===== src/rtl/commutation_ctrl.sv =====
// ---------------------------------------------------------------------------
// commutation_ctrl
//   Six-step commutation sequencer. Each step lasts period_active clock
//   cycles: DEAD_CYCLES of all-off blanking, then the drive pattern for the
//   current step. Direction is sampled on the last DRIVE cycle of a step.
//   Period updates are staged in period_pend and applied at step boundaries.
//   Brake has the highest priority.
//
// Ports
//   clk          clock
//   rst_n        asynchronous active-low reset
//   en           run enable (level)
//   dir          0 = forward (idx+1), 1 = reverse (idx-1)
//   brake        brake request (level, highest priority)
//   period_in    requested step period in clk cycles
//   period_load  one-cycle strobe capturing period_in
//   phase_out    registered 8-bit drive pattern
//   step_idx     current step index 0..5
//   step_strobe  one-cycle pulse on each step advance
//   running      high while in DEAD or DRIVE
//   cfg_err      one-cycle pulse when a period_load is rejected
// ---------------------------------------------------------------------------
module commutation_ctrl #(
    parameter int unsigned PERIOD_W       = 16,
    parameter int unsigned DEAD_CYCLES    = 4,
    parameter int unsigned DEFAULT_PERIOD = 16,
    parameter logic [7:0]  BRAKE_PATTERN  = 8'h00
) (
    input  logic                clk,
    input  logic                rst_n,
    input  logic                en,
    input  logic                dir,
    input  logic                brake,
    input  logic [PERIOD_W-1:0] period_in,
    input  logic                period_load,
    output logic [7:0]          phase_out,
    output logic [2:0]          step_idx,
    output logic                step_strobe,
    output logic                running,
    output logic                cfg_err
);

    localparam int unsigned DW = (DEAD_CYCLES > 1) ? $clog2(DEAD_CYCLES) : 1;
    localparam logic [DW-1:0]       DEAD_LAST = DW'(DEAD_CYCLES - 1);
    localparam logic [PERIOD_W-1:0] DEAD_P    = PERIOD_W'(DEAD_CYCLES);
    localparam logic [PERIOD_W-1:0] DEF_P     = PERIOD_W'(DEFAULT_PERIOD);

    typedef enum logic [1:0] {
        IDLE  = 2'd0,
        DEAD  = 2'd1,
        DRIVE = 2'd2,
        BRAKE = 2'd3
    } state_t;

    state_t              state, state_n;
    logic [2:0]          idx_n;
    logic                strobe_n;
    logic                boundary;
    logic [DW-1:0]       dead_cnt, dead_n;
    logic [PERIOD_W-1:0] per_cnt, per_n;
    logic [PERIOD_W-1:0] period_active, period_pend;
    logic                load_ok;

    function automatic logic [7:0] pattern(input logic [2:0] idx);
        logic [7:0] p;
        case (idx)
            3'd0:    p = 8'b1001_0000;
            3'd1:    p = 8'b0001_1000;
            3'd2:    p = 8'b0100_1000;
            3'd3:    p = 8'b0110_0000;
            3'd4:    p = 8'b0010_0100;
            3'd5:    p = 8'b1000_0100;
            default: p = 8'h00;
        endcase
        return p;
    endfunction

    assign load_ok = period_load && (period_in > DEAD_P);

    // per_cnt tracks the position within the whole step; it is preloaded to
    // DEAD_CYCLES on entering DRIVE so the last DRIVE cycle is period_active-1.
    always_comb begin
        state_n  = state;
        idx_n    = step_idx;
        strobe_n = 1'b0;
        boundary = 1'b0;
        dead_n   = dead_cnt;
        per_n    = per_cnt;
        if (brake) begin
            state_n = BRAKE;
            dead_n  = '0;
            per_n   = '0;
        end else begin
            case (state)
                IDLE: begin
                    if (en) begin
                        state_n = DEAD;
                        dead_n  = '0;
                        per_n   = '0;
                    end
                end
                DEAD: begin
                    if (!en) begin
                        state_n = IDLE;
                        dead_n  = '0;
                        per_n   = '0;
                    end else if (dead_cnt == DEAD_LAST) begin
                        state_n = DRIVE;
                        dead_n  = '0;
                        per_n   = DEAD_P;
                    end else begin
                        dead_n = dead_cnt + 1'b1;
                    end
                end
                DRIVE: begin
                    if (!en) begin
                        state_n = IDLE;
                        dead_n  = '0;
                        per_n   = '0;
                    end else if (per_cnt == period_active - 1'b1) begin
                        state_n  = DEAD;
                        boundary = 1'b1;
                        strobe_n = 1'b1;
                        dead_n   = '0;
                        per_n    = '0;
                        if (dir)
                            idx_n = (step_idx == 3'd0) ? 3'd5 : step_idx - 3'd1;
                        else
                            idx_n = (step_idx == 3'd5) ? 3'd0 : step_idx + 3'd1;
                    end else begin
                        per_n = per_cnt + 1'b1;
                    end
                end
                default: begin
                    state_n = IDLE;
                    dead_n  = '0;
                    per_n   = '0;
                end
            endcase
        end
    end

    always_ff @(posedge clk or negedge rst_n) begin
        if (!rst_n) begin
            state         <= IDLE;
            step_idx      <= '0;
            phase_out     <= '0;
            step_strobe   <= 1'b0;
            running       <= 1'b0;
            cfg_err       <= 1'b0;
            dead_cnt      <= '0;
            per_cnt       <= '0;
            period_active <= DEF_P;
            period_pend   <= DEF_P;
        end else begin
            state       <= state_n;
            step_idx    <= idx_n;
            step_strobe <= strobe_n;
            dead_cnt    <= dead_n;
            per_cnt     <= per_n;
            running     <= (state_n == DEAD) || (state_n == DRIVE);
            cfg_err     <= period_load && !load_ok;

            case (state_n)
                DRIVE:   phase_out <= pattern(idx_n);
                BRAKE:   phase_out <= BRAKE_PATTERN;
                default: phase_out <= '0;
            endcase

            // Boundary takes the previously pending value; a load on the
            // same cycle lands in period_pend only.
            if (boundary)
                period_active <= period_pend;
            if (load_ok) begin
                period_pend <= period_in;
                if (state == IDLE)
                    period_active <= period_in;
            end
        end
    end

endmodule


===== config.mk =====
export PLATFORM = sky130hd
export DESIGN_NAME = commutation_ctrl
export DESIGN_NICKNAME = d
export VERILOG_FILES = /design/src/rtl/commutation_ctrl.sv
export SDC_FILE = /design/constraint.sdc
export NUM_CORES = 1
export LEC_CHECK = 0
export BUFFER_PORTS_ARGS = -buffer_cell sky130_fd_sc_hd__clkbuf_2
export CORE_UTILIZATION = 56
export CTS_BUF_LIST = sky130_fd_sc_hd__clkbuf_8
export CTS_CLUSTER_SIZE = 28
export DETAILED_ROUTE_END_ITERATION = 6
export PLACE_DENSITY_LB_ADDON = 0.3
export SETUP_SLACK_MARGIN = 0.05
export SYNTH_ARGS = -nofsm -noshare
export SYNTH_HDL_FRONTEND = slang
export SYNTH_SLANG_ARGS = --single-unit

===== constraint.sdc =====
create_clock -name clk -period 2.9 [get_ports clk]
set_clock_uncertainty 0.05 [all_clocks]
set_input_delay 0.29 -clock clk [delete_from_list [all_inputs] [get_ports clk]]
set_output_delay 0.29 -clock clk [all_outputs]
set_load 0.01 [all_outputs]

# Word-level counts from Yosys, hierarchy flattened
# Index checks and enable logic that the tools add are counted.
word_totals:
  register_bits: 66
  output_inout_bits: 14
classes:
  eq_ne: 15
  n_mux: 37
  magnitude_cmp: 1
  reduce_logical: 9
  addsub: 5
ops:
  columns: ["operator", "count"]
  rows:
  - ["2-to-1 mux 16 bit", 9]
  - ["one-hot mux 16 bit (3 select lines)", 1]
  - ["one-hot mux 8 bit (6 select lines)", 1]
  - ["2-to-1 mux 2 bit", 12]
  - ["2-to-1 mux 3 bit", 7]
  - ["adder 16 x 1 -> 16 bit, second input constant", 1]
  - ["equality test 16 bit", 1]
  - ["greater-than comparator 16 x 3 -> 1 bit, second input constant", 1]
  - ["subtractor 16 x 1 -> 16 bit, second input constant", 1]
  - ["one-hot mux 2 bit (3 select lines)", 2]
  - ["equality test 3 bit, second input constant", 3]
  - ["2-to-1 mux 8 bit", 1]
  - ["inequality test 4 bit, second input constant", 2]
  - ["equality test 2 bit, second input constant", 3]
  - ["equality test 3 x 2 -> 1 bit, second input constant", 2]
  - ["logical NOT 3 bit", 2]
  - ["equality test 2 x 1 -> 1 bit, second input constant", 2]
  - ["2-to-1 mux 1 bit", 4]
  - ["AND reduction 2 bit", 2]
  - ["adder 3 x 1 -> 3 bit, second input constant", 1]
  - ["equality test 3 x 1 -> 1 bit, second input constant", 1]
  - ["inequality test 3 bit, second input constant", 1]
  - ["subtractor 3 x 1 -> 3 bit, second input constant", 1]
  - ["adder 2 x 1 -> 2 bit, second input constant", 1]
  - ["other kinds (4)", 5]

# Longest topological paths before layout
depth:
  word_depth: 10
  depth_mapped: 14

# Worst setup path before layout
# No wires, ideal clock.
synth_path:
  path_kind: "reg-to-reg"
  from: "register period_active[0]"
  to: "register phase_out[5]"
  setup_slack_ns: -0.307
  t_required_ns: 2.772
  path_stages_with_launch: 12
  n_path_buf: 0
  arrival_time_ns: 3.079
  path_cell_list: "dfrtp_1 inv_1 ha_1 nor2b_1 o41ai_1 nand2_1 o32a_2 or4b_4 nor4_4 mux2_4 or3_1 a21boi_1"
synth_via:
  elab_chain_len: 9
  word_cells_on_any_way: 19
synth_rtl:
  columns: ["element", "line_no", "rtl"]
  rows:
  - ["from (decl)", "61", "logic [PERIOD_W-1:0] period_active, period_pend;"]
  - ["from (signal assigned)", "173", "period_active <= period_pend;"]
  - ["from (signal assigned)", "177", "period_active <= period_in;"]
  - ["subtractor 16 x 1 -> 16 bit (*)", "120", "end else if (per_cnt == period_active - 1'b1) begin"]
  - ["equality test 16 bit (*)", "120", null]
  - ["2-to-1 mux 3 bit (*)", "120", null]
  - ["2-to-1 mux 3 bit (*)", "116", "if (!en) begin"]
  - ["2-to-1 mux 3 bit (*)", "94", "case (state)"]
  - ["2-to-1 mux 3 bit (*)", "89", "if (brake) begin"]
  - ["net idx_n[0]", "56", "logic [2:0] idx_n;"]
  - ["equality test 3 bit (tied with other cells)", "66", "case (idx)"]
  - ["one-hot mux 8 bit (6 select lines) (*)", "66", null]
  - ["2-to-1 mux 8 bit (*)", "164", "case (state_n)"]
  - ["to (signal assigned)", "165", "DRIVE: phase_out <= pattern(idx_n);"]
  - ["to (decl)", "36", "output logic [7:0] phase_out,"]
# The timed path passes the listed nets; every way through them passes the cells marked *.
# A chain may end at the register's enable or synchronous reset.

# Worst setup path after layout
layout_path:
  from: "register period_active[1]"
  to: "register phase_out[3]"
layout_via:
  word_cells_on_any_way: 19
layout_rtl:
  columns: ["element", "line_no", "rtl"]
  rows:
  - ["subtractor 16 x 1 -> 16 bit", "120", null]
  - ["equality test 16 bit", "120", null]
  - ["2-to-1 mux 2 bit", "120", null]
  - ["2-to-1 mux 2 bit", "116", null]
  - ["one-hot mux 2 bit (3 select lines)", "94", null]
  - ["2-to-1 mux 2 bit", "89", null]
  - ["net state_n[1]", "55", "state_t state, state_n;"]
  - ["equality test 2 bit", "164", null]
  - ["2-to-1 mux 8 bit", "164", null]
# The timed path passes the listed nets, and every way through them passes these cells.

==> flow_summary.yaml <==
cells_and_area:
  nFillCells: 396
  nNetsFinal: 531
  n_antenna_cell: 0
  mostFrequentLayoutCells: "63 x nand2_1, 60 x dfrtp_1, 55 x buf_4"
  area_growth_syn_to_layout_pct: 31.9
  final_common_cell: "nand2_1"
  layout-drive-gt1-share_pct: 34.3
place:
  hpwl_um: 6240
  io_buffers: 33
  gp_congestion: 0.933
pwr:
  leakagePower_nw: 2.33
  power.density_nw_per_um2: 535
  finalPower_w: 0.00267
  ir_drop_v: 0.000349
drt:
  drt_wl_total_um: 10100
  routed_via_density: 5.95
  wl_per_cell_um: 17.4
  firstDrtPassIters: 4
  drt_iter0_markers: 336
  drc_errors: 0
  num_vias: 3457
  ant_nets: 0
sta:
  slew_viol_final: 0
  finalWorstSetupSlack_ns: -0.373
  fin_crit_sh_pct: 113
  hold_viol: 0
  worstMarginPinSlew_ns: 0.736
  rsz0062_at_grt: "yes"
  fin_crit_ns: 3.27
  fmax_ghz: 0.305
  setup_viol_count_final: 40
  maxSlewHeadroom_pct: 51.0
  holdWs_ns: 0.109
yosys:
  synth_area_um2: 3780
  synth_compound_area_share_pct: 14.1
  ys_warn_count: 0
  synth.area.mux_share_pct: 5.46
  synth_xor_area_share_pct: 6.02
  synthAdderAreaFrac_pct: 2.98
  syn_inst: 405
  synth_edf_count: 0
  ys_types: 63
  ys_async_sr_fraction_pct: 100
  ys_seq_elements: 64
  synth-simple-area-share_pct: 24.1
  ys.flop_type: "dfrtp_1"
  avgSynthCellArea_um2: 9.34
  synth_top_family_by_area: "simple AND/OR/NAND/NOR gates"
  ys_seq_area_share_pct: 42.4
clocking:
  cts-root-buf: "clkbuf_8"
  cts_buffers: 9
  cts_tree: "yes"
  worstSkewPairLatency_ns: 0.33
  path_clk_slew_ns: 0.07
  cts_htree_levels: 3
  cts_buffer_depth: 2
  cts.sinks: 64
job:
  drv_cap: 0
global_routing:
  antenna_found_initial: 0
  grt_pass1_wl_um: 15600
  grt_usage_pct: 28.0
  grt_pass1_vias: 3283
  grt_overflow: 0
  grt_max_degree: 38
setup_path:
  arrival_ns: 3.45
  required_ns: 3.08
  cp-end-kind: "flop"
  path_class: "flop to flop"
  crit_path_start_kind: "flop"
  critPathMaxFanout: 5
floorplan:
  initial_utilization_pct: 58.9
  io-pin-count: 36
  die_y_um: 84.2
  die_x_um: 84.2
  core_um2: 6420
  die_area_um2: 7080
  num_rows: 29
outcome:
  status: "finished, violations left"
  violations: "setup timing"
hold_path:
  hold_class: "primary input to flop"
## cells in the mapped netlist, drive strengths merged (11+ instances only)
cell | instances | area, um2
nor2 | 33 | 124
nand2 | 64 | 243
dfrtp | 62 | 1550
a21oi | 34 | 170
nand3 | 11 | 55.1
inv | 17 | 63.8
xnor2 | 15 | 131
and3 | 11 | 70.1
mux2i | 18 | 180
xor2 | 11 | 96.3
nor4 | 14 | 130
## worst paths after layout
path,cells after the start,start,slack (ns),endpoint
max,15,period_active[1],-0.37,phase_out[3]
min,2,brake,0.11,dead_cnt[1]
max reg2reg,15,period_active[1],-0.37,phase_out[3]
min reg2reg,2,period_pend[4],0.41,period_pend[4]
max in group asynchronous,3,rst_n,1.59,period_active[4]
min in group asynchronous,2,rst_n,0.50,dead_cnt[0]
## repair_timing
action / CTS / global route
hold buffers: 1 / 0
setup buffers: 10 / 8
gates cloned: 1 / 0
endpoints found under the setup margin: 40 / 44
gates resized for setup: 26 / 36
pin swaps: 10 / 13
endpoints found under the hold margin: 26 / 0
## kinds of logic (layout without fill, tap and decap cells)
| logic type | Yosys count | in the layout |
|---|---|---|
| AND/OR/NAND/NOR | 172 | 172 |
| AO/OA/AOI/OAI | 78 | 78 |
| flip-flops | 64 | 64 |
| buffers and inverters | 35 | 133 |
| XOR/XNOR | 26 | 26 |
| multiplexers | 20 | 20 |
| adder cells (fa/ha/maj) | 9 | 9 |
| other | 1 | 2 |
## flip-flops by register name (all words and copies together), names as in the netlist
register,count
per_cnt,16
phase_out,6
dead_cnt,2
step_strobe,1
period_active,16
period_pend,16
state,2
cfg_err,1
step_idx,3
running,1
## metrics by stage
step / instance area (um2) / TNS [ns] / setup WS (ns) / instances / util [%]
finish: 4990 / -7.04 / -0.373 / 581 / 77.7
global route: 4990 / -11.55 / -0.534 / 581 / 77.7
CTS: 4760 / -2.29 / -0.248 / 574 / 74.1
detailed placement: 4360 / -5.91 / -0.312 / 547 / 67.9
global placement: 4360 / -1.72 / -0.147 / 547 / 67.9
floorplan: 3820 / -0.227 / -0.159 / 406 / -
## report_power, final
group	total, W	internal, W	switching [W]
combinational	0.000845	0.000409	0.000436
sequential	0.00109	0.000985	0.0000999
clock	0.000736	0.000408	0.000328
## layout make-up
class                           instances  area (um2)  share of cell area (%)
Sequential cell                        64        1610                    32.2
Tap cell                               77        96.3                    1.93
Multi-Input combinational cell        307        2280                    45.7
Inverter                               17        63.8                    1.28
Clock inverter                          5        48.8                   0.978
Clock buffer                           10         138                    2.76
Timing Repair Buffer                  101         753                    15.1
## worst max-delay path, cell delays in order (launching register included)
cell and delay, ns:
dfrtp_1 0.43, buf_6 0.14, or2_4 0.29, o41ai_4 0.42, buf_4 0.19, buf_4 0.10, a21oi_1 0.06, o21a_1 0.26
nand3_2 0.12, nor3_4 0.07, o21ai_2 0.20, a21oi_1 0.09, o21ai_1 0.25, ha_4 0.20, nand2_1 0.07, a221oi_1 0.21
## per-layer routing
metal	part of all wire [%]	vias to the layer above	track usage, %	wire length (um)
met5	0	-	0	0
met1	43	1671	36.0	4330
met2	50	137	46.6	5060
li1	-	1621	-	-
met4	2.5	0	13.0	251
met3	4.8	28	4.52	489
No activity file was read; power rests on OpenSTA's default activity.
